<file path="config.mk">
export PLATFORM = sky130hd
export DESIGN_NAME = axi4lite_master_engine_flat
export DESIGN_NICKNAME = d
export VERILOG_FILES = /design/src/rtl/axi4lite_master_engine_if.sv /design/src/rtl/axi4lite_master_engine.sv /design/src/flat_wrapper.sv
export SDC_FILE = /design/constraint.sdc
export NUM_CORES = 1
export LEC_CHECK = 0
export CORE_AREA = 2 2 119 121
export CTS_CLUSTER_DIAMETER = 120
export DETAILED_ROUTE_END_ITERATION = 10
export DIE_AREA = 0 0 121 123
export PLACE_DENSITY = 0.78
export SLEW_MARGIN = 10
export SYNTH_ARGS = -nofsm -noshare
export SYNTH_HDL_FRONTEND = slang
export SYNTH_SLANG_ARGS = --single-unit
</file>
<file path="constraint.sdc">
create_clock -name AXI_ACLK -period 1.8 [get_ports AXI_ACLK]
set_input_delay 0.36 -clock AXI_ACLK [delete_from_list [all_inputs] [get_ports AXI_ACLK]]
set_output_delay 0.36 -clock AXI_ACLK [all_outputs]
set_load 0.01 [all_outputs]
</file>
<file path="src/rtl/axi4lite_master_engine_if.sv">
// Command/response and AXI4-Lite master signal bundle for axi4lite_master_engine.
// The master modport is the engine's view; slave is the environment's view.
interface axi4lite_master_engine_if #(
  parameter int unsigned AXI_ADDR_WIDTH = 32,
  parameter int unsigned AXI_DATA_WIDTH = 32
);
  localparam int unsigned StrbWidth = AXI_DATA_WIDTH / 8;

  logic                      cmd_valid;
  logic                      cmd_ready;
  logic                      cmd_write;
  logic [AXI_ADDR_WIDTH-1:0] cmd_addr;
  logic [AXI_DATA_WIDTH-1:0] cmd_wdata;
  logic [StrbWidth-1:0]      cmd_wstrb;

  logic                      rsp_valid;
  logic                      rsp_ready;
  logic [AXI_DATA_WIDTH-1:0] rsp_rdata;
  logic [1:0]                rsp_resp;

  logic [AXI_ADDR_WIDTH-1:0] M_AXI_AWADDR;
  logic                      M_AXI_AWVALID;
  logic                      M_AXI_AWREADY;
  logic [AXI_DATA_WIDTH-1:0] M_AXI_WDATA;
  logic [StrbWidth-1:0]      M_AXI_WSTRB;
  logic                      M_AXI_WVALID;
  logic                      M_AXI_WREADY;
  logic [1:0]                M_AXI_BRESP;
  logic                      M_AXI_BVALID;
  logic                      M_AXI_BREADY;
  logic [AXI_ADDR_WIDTH-1:0] M_AXI_ARADDR;
  logic                      M_AXI_ARVALID;
  logic                      M_AXI_ARREADY;
  logic [AXI_DATA_WIDTH-1:0] M_AXI_RDATA;
  logic [1:0]                M_AXI_RRESP;
  logic                      M_AXI_RVALID;
  logic                      M_AXI_RREADY;

  modport master (
    input  cmd_valid, cmd_write, cmd_addr, cmd_wdata, cmd_wstrb, rsp_ready,
    input  M_AXI_AWREADY, M_AXI_WREADY, M_AXI_BRESP, M_AXI_BVALID,
    input  M_AXI_ARREADY, M_AXI_RDATA, M_AXI_RRESP, M_AXI_RVALID,
    output cmd_ready, rsp_valid, rsp_rdata, rsp_resp,
    output M_AXI_AWADDR, M_AXI_AWVALID, M_AXI_WDATA, M_AXI_WSTRB, M_AXI_WVALID,
    output M_AXI_BREADY, M_AXI_ARADDR, M_AXI_ARVALID, M_AXI_RREADY
  );

  modport slave (
    output cmd_valid, cmd_write, cmd_addr, cmd_wdata, cmd_wstrb, rsp_ready,
    output M_AXI_AWREADY, M_AXI_WREADY, M_AXI_BRESP, M_AXI_BVALID,
    output M_AXI_ARREADY, M_AXI_RDATA, M_AXI_RRESP, M_AXI_RVALID,
    input  cmd_ready, rsp_valid, rsp_rdata, rsp_resp,
    input  M_AXI_AWADDR, M_AXI_AWVALID, M_AXI_WDATA, M_AXI_WSTRB, M_AXI_WVALID,
    input  M_AXI_BREADY, M_AXI_ARADDR, M_AXI_ARVALID, M_AXI_RREADY
  );
endinterface

</file>
<file path="src/rtl/axi4lite_master_engine.sv">
// Single-outstanding AXI4-Lite master: turns one command into one read or write
// transaction and returns the slave's response. Every output is a register.
module axi4lite_master_engine #(
  parameter int unsigned AXI_ADDR_WIDTH = 32,
  parameter int unsigned AXI_DATA_WIDTH = 32
) (
  input  logic AXI_ACLK,
  input  logic AXI_ARESET,
  axi4lite_master_engine_if.master io_bus
);
  localparam int unsigned StrbWidth = AXI_DATA_WIDTH / 8;

  typedef enum logic [2:0] {
    StIdle,
    StWrAddrData,
    StWrResp,
    StRdAddr,
    StRdData,
    StResp
  } state_e;

  state_e                    r_state, w_state;
  logic                      r_cmd_ready, w_cmd_ready;
  logic                      r_awvalid, w_awvalid;
  logic                      r_wvalid, w_wvalid;
  logic                      r_bready, w_bready;
  logic                      r_arvalid, w_arvalid;
  logic                      r_rready, w_rready;
  logic                      r_rsp_valid, w_rsp_valid;
  logic [AXI_DATA_WIDTH-1:0] r_rsp_rdata, w_rsp_rdata;
  logic [1:0]                r_rsp_resp, w_rsp_resp;
  logic [AXI_ADDR_WIDTH-1:0] r_awaddr, w_awaddr;
  logic [AXI_DATA_WIDTH-1:0] r_wdata, w_wdata;
  logic [StrbWidth-1:0]      r_wstrb, w_wstrb;
  logic [AXI_ADDR_WIDTH-1:0] r_araddr, w_araddr;

  logic w_aw_hs, w_w_hs;

  assign w_aw_hs = r_awvalid & io_bus.M_AXI_AWREADY;
  assign w_w_hs  = r_wvalid & io_bus.M_AXI_WREADY;

  always_ff @(posedge AXI_ACLK) begin
    if (AXI_ARESET) begin
      r_state     <= StIdle;
      r_cmd_ready <= 1'b1;
      r_awvalid   <= 1'b0;
      r_wvalid    <= 1'b0;
      r_bready    <= 1'b0;
      r_arvalid   <= 1'b0;
      r_rready    <= 1'b0;
      r_rsp_valid <= 1'b0;
      r_rsp_rdata <= '0;
      r_rsp_resp  <= '0;
      r_awaddr    <= '0;
      r_wdata     <= '0;
      r_wstrb     <= '0;
      r_araddr    <= '0;
    end else begin
      r_state     <= w_state;
      r_cmd_ready <= w_cmd_ready;
      r_awvalid   <= w_awvalid;
      r_wvalid    <= w_wvalid;
      r_bready    <= w_bready;
      r_arvalid   <= w_arvalid;
      r_rready    <= w_rready;
      r_rsp_valid <= w_rsp_valid;
      r_rsp_rdata <= w_rsp_rdata;
      r_rsp_resp  <= w_rsp_resp;
      r_awaddr    <= w_awaddr;
      r_wdata     <= w_wdata;
      r_wstrb     <= w_wstrb;
      r_araddr    <= w_araddr;
    end
  end

  always_comb begin
    w_state     = r_state;
    w_cmd_ready = r_cmd_ready;
    w_awvalid   = r_awvalid;
    w_wvalid    = r_wvalid;
    w_bready    = r_bready;
    w_arvalid   = r_arvalid;
    w_rready    = r_rready;
    w_rsp_valid = r_rsp_valid;
    w_rsp_rdata = r_rsp_rdata;
    w_rsp_resp  = r_rsp_resp;
    w_awaddr    = r_awaddr;
    w_wdata     = r_wdata;
    w_wstrb     = r_wstrb;
    w_araddr    = r_araddr;

    unique case (r_state)
      StIdle: begin
        if (io_bus.cmd_valid && r_cmd_ready) begin
          w_cmd_ready = 1'b0;
          if (io_bus.cmd_write) begin
            w_awvalid = 1'b1;
            w_wvalid  = 1'b1;
            w_awaddr  = io_bus.cmd_addr;
            w_wdata   = io_bus.cmd_wdata;
            w_wstrb   = io_bus.cmd_wstrb;
            w_state   = StWrAddrData;
          end else begin
            w_arvalid = 1'b1;
            w_araddr  = io_bus.cmd_addr;
            w_state   = StRdAddr;
          end
        end
      end

      // AW and W retire independently; a dropped VALID marks that channel done.
      StWrAddrData: begin
        if (w_aw_hs) w_awvalid = 1'b0;
        if (w_w_hs) w_wvalid = 1'b0;
        if ((!r_awvalid || w_aw_hs) && (!r_wvalid || w_w_hs)) begin
          w_bready = 1'b1;
          w_state  = StWrResp;
        end
      end

      StWrResp: begin
        if (r_bready && io_bus.M_AXI_BVALID) begin
          w_bready    = 1'b0;
          w_rsp_resp  = io_bus.M_AXI_BRESP;
          w_rsp_rdata = '0;
          w_rsp_valid = 1'b1;
          w_state     = StResp;
        end
      end

      StRdAddr: begin
        if (r_arvalid && io_bus.M_AXI_ARREADY) begin
          w_arvalid = 1'b0;
          w_rready  = 1'b1;
          w_state   = StRdData;
        end
      end

      StRdData: begin
        if (r_rready && io_bus.M_AXI_RVALID) begin
          w_rready    = 1'b0;
          w_rsp_rdata = io_bus.M_AXI_RDATA;
          w_rsp_resp  = io_bus.M_AXI_RRESP;
          w_rsp_valid = 1'b1;
          w_state     = StResp;
        end
      end

      StResp: begin
        if (r_rsp_valid && io_bus.rsp_ready) begin
          w_rsp_valid = 1'b0;
          w_cmd_ready = 1'b1;
          w_state     = StIdle;
        end
      end

      default: w_state = StIdle;
    endcase
  end

  assign io_bus.cmd_ready     = r_cmd_ready;
  assign io_bus.rsp_valid     = r_rsp_valid;
  assign io_bus.rsp_rdata     = r_rsp_rdata;
  assign io_bus.rsp_resp      = r_rsp_resp;
  assign io_bus.M_AXI_AWADDR  = r_awaddr;
  assign io_bus.M_AXI_AWVALID = r_awvalid;
  assign io_bus.M_AXI_WDATA   = r_wdata;
  assign io_bus.M_AXI_WSTRB   = r_wstrb;
  assign io_bus.M_AXI_WVALID  = r_wvalid;
  assign io_bus.M_AXI_BREADY  = r_bready;
  assign io_bus.M_AXI_ARADDR  = r_araddr;
  assign io_bus.M_AXI_ARVALID = r_arvalid;
  assign io_bus.M_AXI_RREADY  = r_rready;
endmodule

</file>
<file path="src/flat_wrapper.sv">
// flat-port wrapper written by rule: the top's interface ports become plain ports
module axi4lite_master_engine_flat 
#(
  parameter int unsigned AXI_ADDR_WIDTH = 32,
  parameter int unsigned AXI_DATA_WIDTH = 32
)
  (AXI_ACLK, AXI_ARESET, io_bus_cmd_valid, io_bus_cmd_write, io_bus_cmd_addr, io_bus_cmd_wdata, io_bus_cmd_wstrb, io_bus_rsp_ready, io_bus_M_AXI_AWREADY, io_bus_M_AXI_WREADY, io_bus_M_AXI_BRESP, io_bus_M_AXI_BVALID, io_bus_M_AXI_ARREADY, io_bus_M_AXI_RDATA, io_bus_M_AXI_RRESP, io_bus_M_AXI_RVALID, io_bus_cmd_ready, io_bus_rsp_valid, io_bus_rsp_rdata, io_bus_rsp_resp, io_bus_M_AXI_AWADDR, io_bus_M_AXI_AWVALID, io_bus_M_AXI_WDATA, io_bus_M_AXI_WSTRB, io_bus_M_AXI_WVALID, io_bus_M_AXI_BREADY, io_bus_M_AXI_ARADDR, io_bus_M_AXI_ARVALID, io_bus_M_AXI_RREADY);
  axi4lite_master_engine_if #(.AXI_ADDR_WIDTH(AXI_ADDR_WIDTH), .AXI_DATA_WIDTH(AXI_DATA_WIDTH)) io_bus_i ();
  input  logic AXI_ACLK;
  input  logic AXI_ARESET;
  input wire logic [$bits(io_bus_i.cmd_valid)-1:0] io_bus_cmd_valid;
  input wire logic [$bits(io_bus_i.cmd_write)-1:0] io_bus_cmd_write;
  input wire logic [$bits(io_bus_i.cmd_addr)-1:0] io_bus_cmd_addr;
  input wire logic [$bits(io_bus_i.cmd_wdata)-1:0] io_bus_cmd_wdata;
  input wire logic [$bits(io_bus_i.cmd_wstrb)-1:0] io_bus_cmd_wstrb;
  input wire logic [$bits(io_bus_i.rsp_ready)-1:0] io_bus_rsp_ready;
  input wire logic [$bits(io_bus_i.M_AXI_AWREADY)-1:0] io_bus_M_AXI_AWREADY;
  input wire logic [$bits(io_bus_i.M_AXI_WREADY)-1:0] io_bus_M_AXI_WREADY;
  input wire logic [$bits(io_bus_i.M_AXI_BRESP)-1:0] io_bus_M_AXI_BRESP;
  input wire logic [$bits(io_bus_i.M_AXI_BVALID)-1:0] io_bus_M_AXI_BVALID;
  input wire logic [$bits(io_bus_i.M_AXI_ARREADY)-1:0] io_bus_M_AXI_ARREADY;
  input wire logic [$bits(io_bus_i.M_AXI_RDATA)-1:0] io_bus_M_AXI_RDATA;
  input wire logic [$bits(io_bus_i.M_AXI_RRESP)-1:0] io_bus_M_AXI_RRESP;
  input wire logic [$bits(io_bus_i.M_AXI_RVALID)-1:0] io_bus_M_AXI_RVALID;
  output wire logic [$bits(io_bus_i.cmd_ready)-1:0] io_bus_cmd_ready;
  output wire logic [$bits(io_bus_i.rsp_valid)-1:0] io_bus_rsp_valid;
  output wire logic [$bits(io_bus_i.rsp_rdata)-1:0] io_bus_rsp_rdata;
  output wire logic [$bits(io_bus_i.rsp_resp)-1:0] io_bus_rsp_resp;
  output wire logic [$bits(io_bus_i.M_AXI_AWADDR)-1:0] io_bus_M_AXI_AWADDR;
  output wire logic [$bits(io_bus_i.M_AXI_AWVALID)-1:0] io_bus_M_AXI_AWVALID;
  output wire logic [$bits(io_bus_i.M_AXI_WDATA)-1:0] io_bus_M_AXI_WDATA;
  output wire logic [$bits(io_bus_i.M_AXI_WSTRB)-1:0] io_bus_M_AXI_WSTRB;
  output wire logic [$bits(io_bus_i.M_AXI_WVALID)-1:0] io_bus_M_AXI_WVALID;
  output wire logic [$bits(io_bus_i.M_AXI_BREADY)-1:0] io_bus_M_AXI_BREADY;
  output wire logic [$bits(io_bus_i.M_AXI_ARADDR)-1:0] io_bus_M_AXI_ARADDR;
  output wire logic [$bits(io_bus_i.M_AXI_ARVALID)-1:0] io_bus_M_AXI_ARVALID;
  output wire logic [$bits(io_bus_i.M_AXI_RREADY)-1:0] io_bus_M_AXI_RREADY;
  assign io_bus_i.cmd_valid = io_bus_cmd_valid;
  assign io_bus_i.cmd_write = io_bus_cmd_write;
  assign io_bus_i.cmd_addr = io_bus_cmd_addr;
  assign io_bus_i.cmd_wdata = io_bus_cmd_wdata;
  assign io_bus_i.cmd_wstrb = io_bus_cmd_wstrb;
  assign io_bus_i.rsp_ready = io_bus_rsp_ready;
  assign io_bus_i.M_AXI_AWREADY = io_bus_M_AXI_AWREADY;
  assign io_bus_i.M_AXI_WREADY = io_bus_M_AXI_WREADY;
  assign io_bus_i.M_AXI_BRESP = io_bus_M_AXI_BRESP;
  assign io_bus_i.M_AXI_BVALID = io_bus_M_AXI_BVALID;
  assign io_bus_i.M_AXI_ARREADY = io_bus_M_AXI_ARREADY;
  assign io_bus_i.M_AXI_RDATA = io_bus_M_AXI_RDATA;
  assign io_bus_i.M_AXI_RRESP = io_bus_M_AXI_RRESP;
  assign io_bus_i.M_AXI_RVALID = io_bus_M_AXI_RVALID;
  assign io_bus_cmd_ready = io_bus_i.cmd_ready;
  assign io_bus_rsp_valid = io_bus_i.rsp_valid;
  assign io_bus_rsp_rdata = io_bus_i.rsp_rdata;
  assign io_bus_rsp_resp = io_bus_i.rsp_resp;
  assign io_bus_M_AXI_AWADDR = io_bus_i.M_AXI_AWADDR;
  assign io_bus_M_AXI_AWVALID = io_bus_i.M_AXI_AWVALID;
  assign io_bus_M_AXI_WDATA = io_bus_i.M_AXI_WDATA;
  assign io_bus_M_AXI_WSTRB = io_bus_i.M_AXI_WSTRB;
  assign io_bus_M_AXI_WVALID = io_bus_i.M_AXI_WVALID;
  assign io_bus_M_AXI_BREADY = io_bus_i.M_AXI_BREADY;
  assign io_bus_M_AXI_ARADDR = io_bus_i.M_AXI_ARADDR;
  assign io_bus_M_AXI_ARVALID = io_bus_i.M_AXI_ARVALID;
  assign io_bus_M_AXI_RREADY = io_bus_i.M_AXI_RREADY;
  axi4lite_master_engine #(.AXI_ADDR_WIDTH(AXI_ADDR_WIDTH), .AXI_DATA_WIDTH(AXI_DATA_WIDTH)) u_core (.AXI_ACLK(AXI_ACLK), .AXI_ARESET(AXI_ARESET), .io_bus(io_bus_i));
endmodule
</file>
==> flow_summary.yaml <==
status:
  status: "completed"
critical_path:
  path_depth: 1
  r2r_cells: 6
  crit_type: "flop to primary output"
  cp_max_fo: 4
  crit_end: "io_bus_M_AXI_RREADY"
  path_cells: "clkdlybuf4s50_1"
  crit_required_ns: 1.44
  critPathTopFamily: "buffers and inverters"
  rrSetupSlack_ns: 0.18
  crit_slowest_cell: "clkdlybuf4s50_1"
  cp.arrival_ns: 1.37
  r2r_start: "u_core.r_state[2]"
  crit_buf_inv: 1
  slowest_delay_ns: 0.58
  crit_path_start: "u_core.io_bus.M_AXI_RREADY"
  crit_path_start_kind: "flop"
  end_kind: "primary output"
  r2r_end: "u_core.io_bus.rsp_rdata[14]"
synth:
  synthMuxAreaShare_pct: 0.563
  synth_fa_ha_area_share_pct: 0
  synth_edf_count: 0
  avgSynthCellArea_um2: 8.04
  synth.distinct_cells: 30
  synth_cells: 663
  synth_compound_area_share_pct: 15.2
  synth_fp_nets: 777
  synth_area_mm2: 0.00533
  synth-seq-cells: 144
  synth_ff_type: "dfxtp_1"
  synth_top_family_by_area: "simple AND/OR/NAND/NOR gates"
  synth-simple-area-share_pct: 25.1
  synth_xor_area_share_pct: 0
  yosysWarningCount: 0
  synthArstFlopShare_pct: 0
  synth_seq_area_share_pct: 54.1
sta:
  final-hold-violation-count: 0
  hold_slack_ns: 0.402
  tightest_slew_ns: 0.475
  setup_viol: 0
  rsz0062_at_grt: "no"
  slew_viol_final: 0
  timing.slew.headroom_pct: 68.3
  period_needed_ns: 1.73
  max_freq_mhz: 579
  setup_ws_ns: 0.0725
  timing.setup.tns_ns: 0
  period_share_pct: 96.0
  fin_skew_ns: 0.00732
power_and_ir_drop:
  peakVddDrop_uv: 453
  intPower_mw: 6.87
  design_power_total_mw: 9.58
  clock_power_share_pct: 36.6
  comb_power_share_pct: 24.5
  power_density_mw_per_mm2: 1090
  p_sw_mw: 2.71
  power_leakage_nw: 3.06
  seqPwrFrac_pct: 38.9
  swShare_pct: 28.3
cts:
  cts-buffers-inserted: 17
  clk_latency_ns: 0.41
  clockRootBuffer: "clkbuf_16"
  clkTransAtPathRegs_ns: 0.06
  cts_buffer_depth: 2
  post_cts_buffers: 0
  cts_max_level: 4
  cts.sink_count: 144
  hold_buffers: 0
  cts_tree: "done"
final_layout:
  fillCellCount: 1177
  post_route_cells_drive_above_1_share_pct: 7.65
  mostFrequentLayoutCells: "250 x clkdlybuf4s50_1, 212 x nand2_1, 144 x dfxtp_1"
  area_growth_pct: 65.2
  multi_input_area_mm2: 0.00222
  register_area_mm2: 0.00288
  antenna_cells: 0
  final_common_cell: "clkdlybuf4s50_1"
  final_util_pct: 64.7
  fin_area_mm2: 0.00881
  nets: 1029
  instances_no_fill: 1108
place:
  post_dp_cell_area_mm2: 0.00821
  dp_hpwl_um: 11200
  dp_cells: 1076
  place_congestion: 0.817
  port_buffers: 254
  place_ws_ns: -0.216
global_route:
  grt_pass1_wl_um: 25000
  antenna_found_initial: 0
  grt_pass1_vias: 5135
  grt-ovfl-total: 0
  gr-usage-all-layers_pct: 21.3
  grt_max_degree: 48
route:
  drtAntennaViolNets: 0
  drc: 0
  viasPerCell: 4.92
  vias: 5448
  drt-initial-drc-count: 326
  wl_um: 15900
  firstDrtPassIters: 4
  wl_per_cell_um: 14.3
die:
  dieArea_mm2: 0.0149
  num_rows: 43
  pin_count: 255
  die_h_um: 123
  fp.dieW_um: 121
  core_mm2: 0.0136
  start_util_pct: 39.2
run:
  maxCapViolations: 0
worst_hold_path:
  hold_path_class: "input port to flop"
-- synthesized netlist by cell type, types with 2 or more instances --
library cell	n	area (um^2)
a21oi_1	138	691
nand2_1	212	796
inv_1	3	11.3
o21ai_0	3	15.0
nand4b_1	2	17.5
nor2_1	11	41.3
o31ai_1	2	15.0
a41oi_1	2	17.5
buf_4	2	15.0
dfxtp_1	144	2880
buf_6	4	45.0
clkbuf_1	28	105
o22ai_1	2	12.5
nand2b_1	33	206
a211oi_1	3	22.5
nor3_1	2	10.0
nand3_1	38	190
a31oi_1	2	12.5
mux2i_1	3	30.0
buf_2	19	95.1
-- sequential cells by signal, indices dropped and copies added, names as in the netlist --
register / count
u_core.r_state: 3
u_core.io_bus.M_AXI_RREADY: 1
u_core.io_bus.M_AXI_ARVALID: 1
u_core.io_bus.M_AXI_BREADY: 1
u_core.io_bus.M_AXI_AWVALID: 1
u_core.io_bus.M_AXI_AWADDR: 32
u_core.io_bus.M_AXI_WDATA: 32
u_core.io_bus.rsp_rdata: 32
u_core.io_bus.M_AXI_WSTRB: 4
u_core.io_bus.rsp_valid: 1
u_core.io_bus.cmd_ready: 1
u_core.io_bus.M_AXI_ARADDR: 32
u_core.io_bus.M_AXI_WVALID: 1
u_core.io_bus.rsp_resp: 2
-- cells by family (layout without fill, tap and decap cells) --
logic type,count (synthesis),in the layout
multiplexers,3,3
AND/OR/NAND/NOR,305,305
buffers and inverters,56,321
flip-flops,144,144
AO/OA/AOI/OAI,155,155
-- how the worst min path moves through the flow --
stage	startpoint	endpoint	slack [ns]	cells after the start
global route	AXI_ARESET	u_core.io_bus.M_AXI_WVALID	0.40	2
floorplan	u_core.io_bus.M_AXI_ARADDR[0]	u_core.io_bus.M_AXI_ARADDR[0]	0.48	2
detailed placement	u_core.io_bus.M_AXI_AWADDR[14]	u_core.io_bus.M_AXI_AWADDR[14]	0.45	2
global placement	u_core.io_bus.M_AXI_ARADDR[21]	u_core.io_bus.M_AXI_ARADDR[21]	0.44	2
CTS	AXI_ARESET	u_core.io_bus.M_AXI_WVALID	0.39	2
finish	AXI_ARESET	u_core.io_bus.M_AXI_WVALID	0.40	2
-- layer usage --
layer	GRT usage [%]	wire (um)
met3	7.56	1380
met5	0	0
met4	7.78	229
met2	35.3	7520
met1	25.4	6760
-- what timing repair did --
action | CTS | global route
gates cloned | 0 | 0
setup endpoints to repair | 2 | 1
resized for setup | 2 | 1
hold endpoints to repair | 0 | 0
-- worst register-to-register path, stage by stage (launching register included) --
cell	delay [ns]
dfxtp_1	0.36
buf_4	0.17
nand4b_1	0.23
a21oi_4	0.27
buf_12	0.22
nand3_1	0.11
a21oi_1	0.18
-- final cells by class --
type / count / area share (%)
inverter: 3 / 0.128
multi-input combinational: 463 / 25.2
clock inverter: 12 / 1.49
timing repair buffer: 286 / 32.6
sequential: 144 / 32.7
tap: 180 / 2.56
clock buffer: 20 / 5.30
-- power by group through the flow --
stage | Sequential [mW] | Clock [mW] | Combinational (mW)
3_5_place_dp | 3.80 | 0 | 2.36
3_3_place_gp | 3.78 | 0 | 2.33
2_1_floorplan | 3.90 | 0 | 0.954
4_1_cts | 3.73 | 3.59 | 2.37
6_report | 3.73 | 3.50 | 2.35
5_1_grt | 3.77 | 3.73 | 2.56
(Power assumes the default switching activity.)
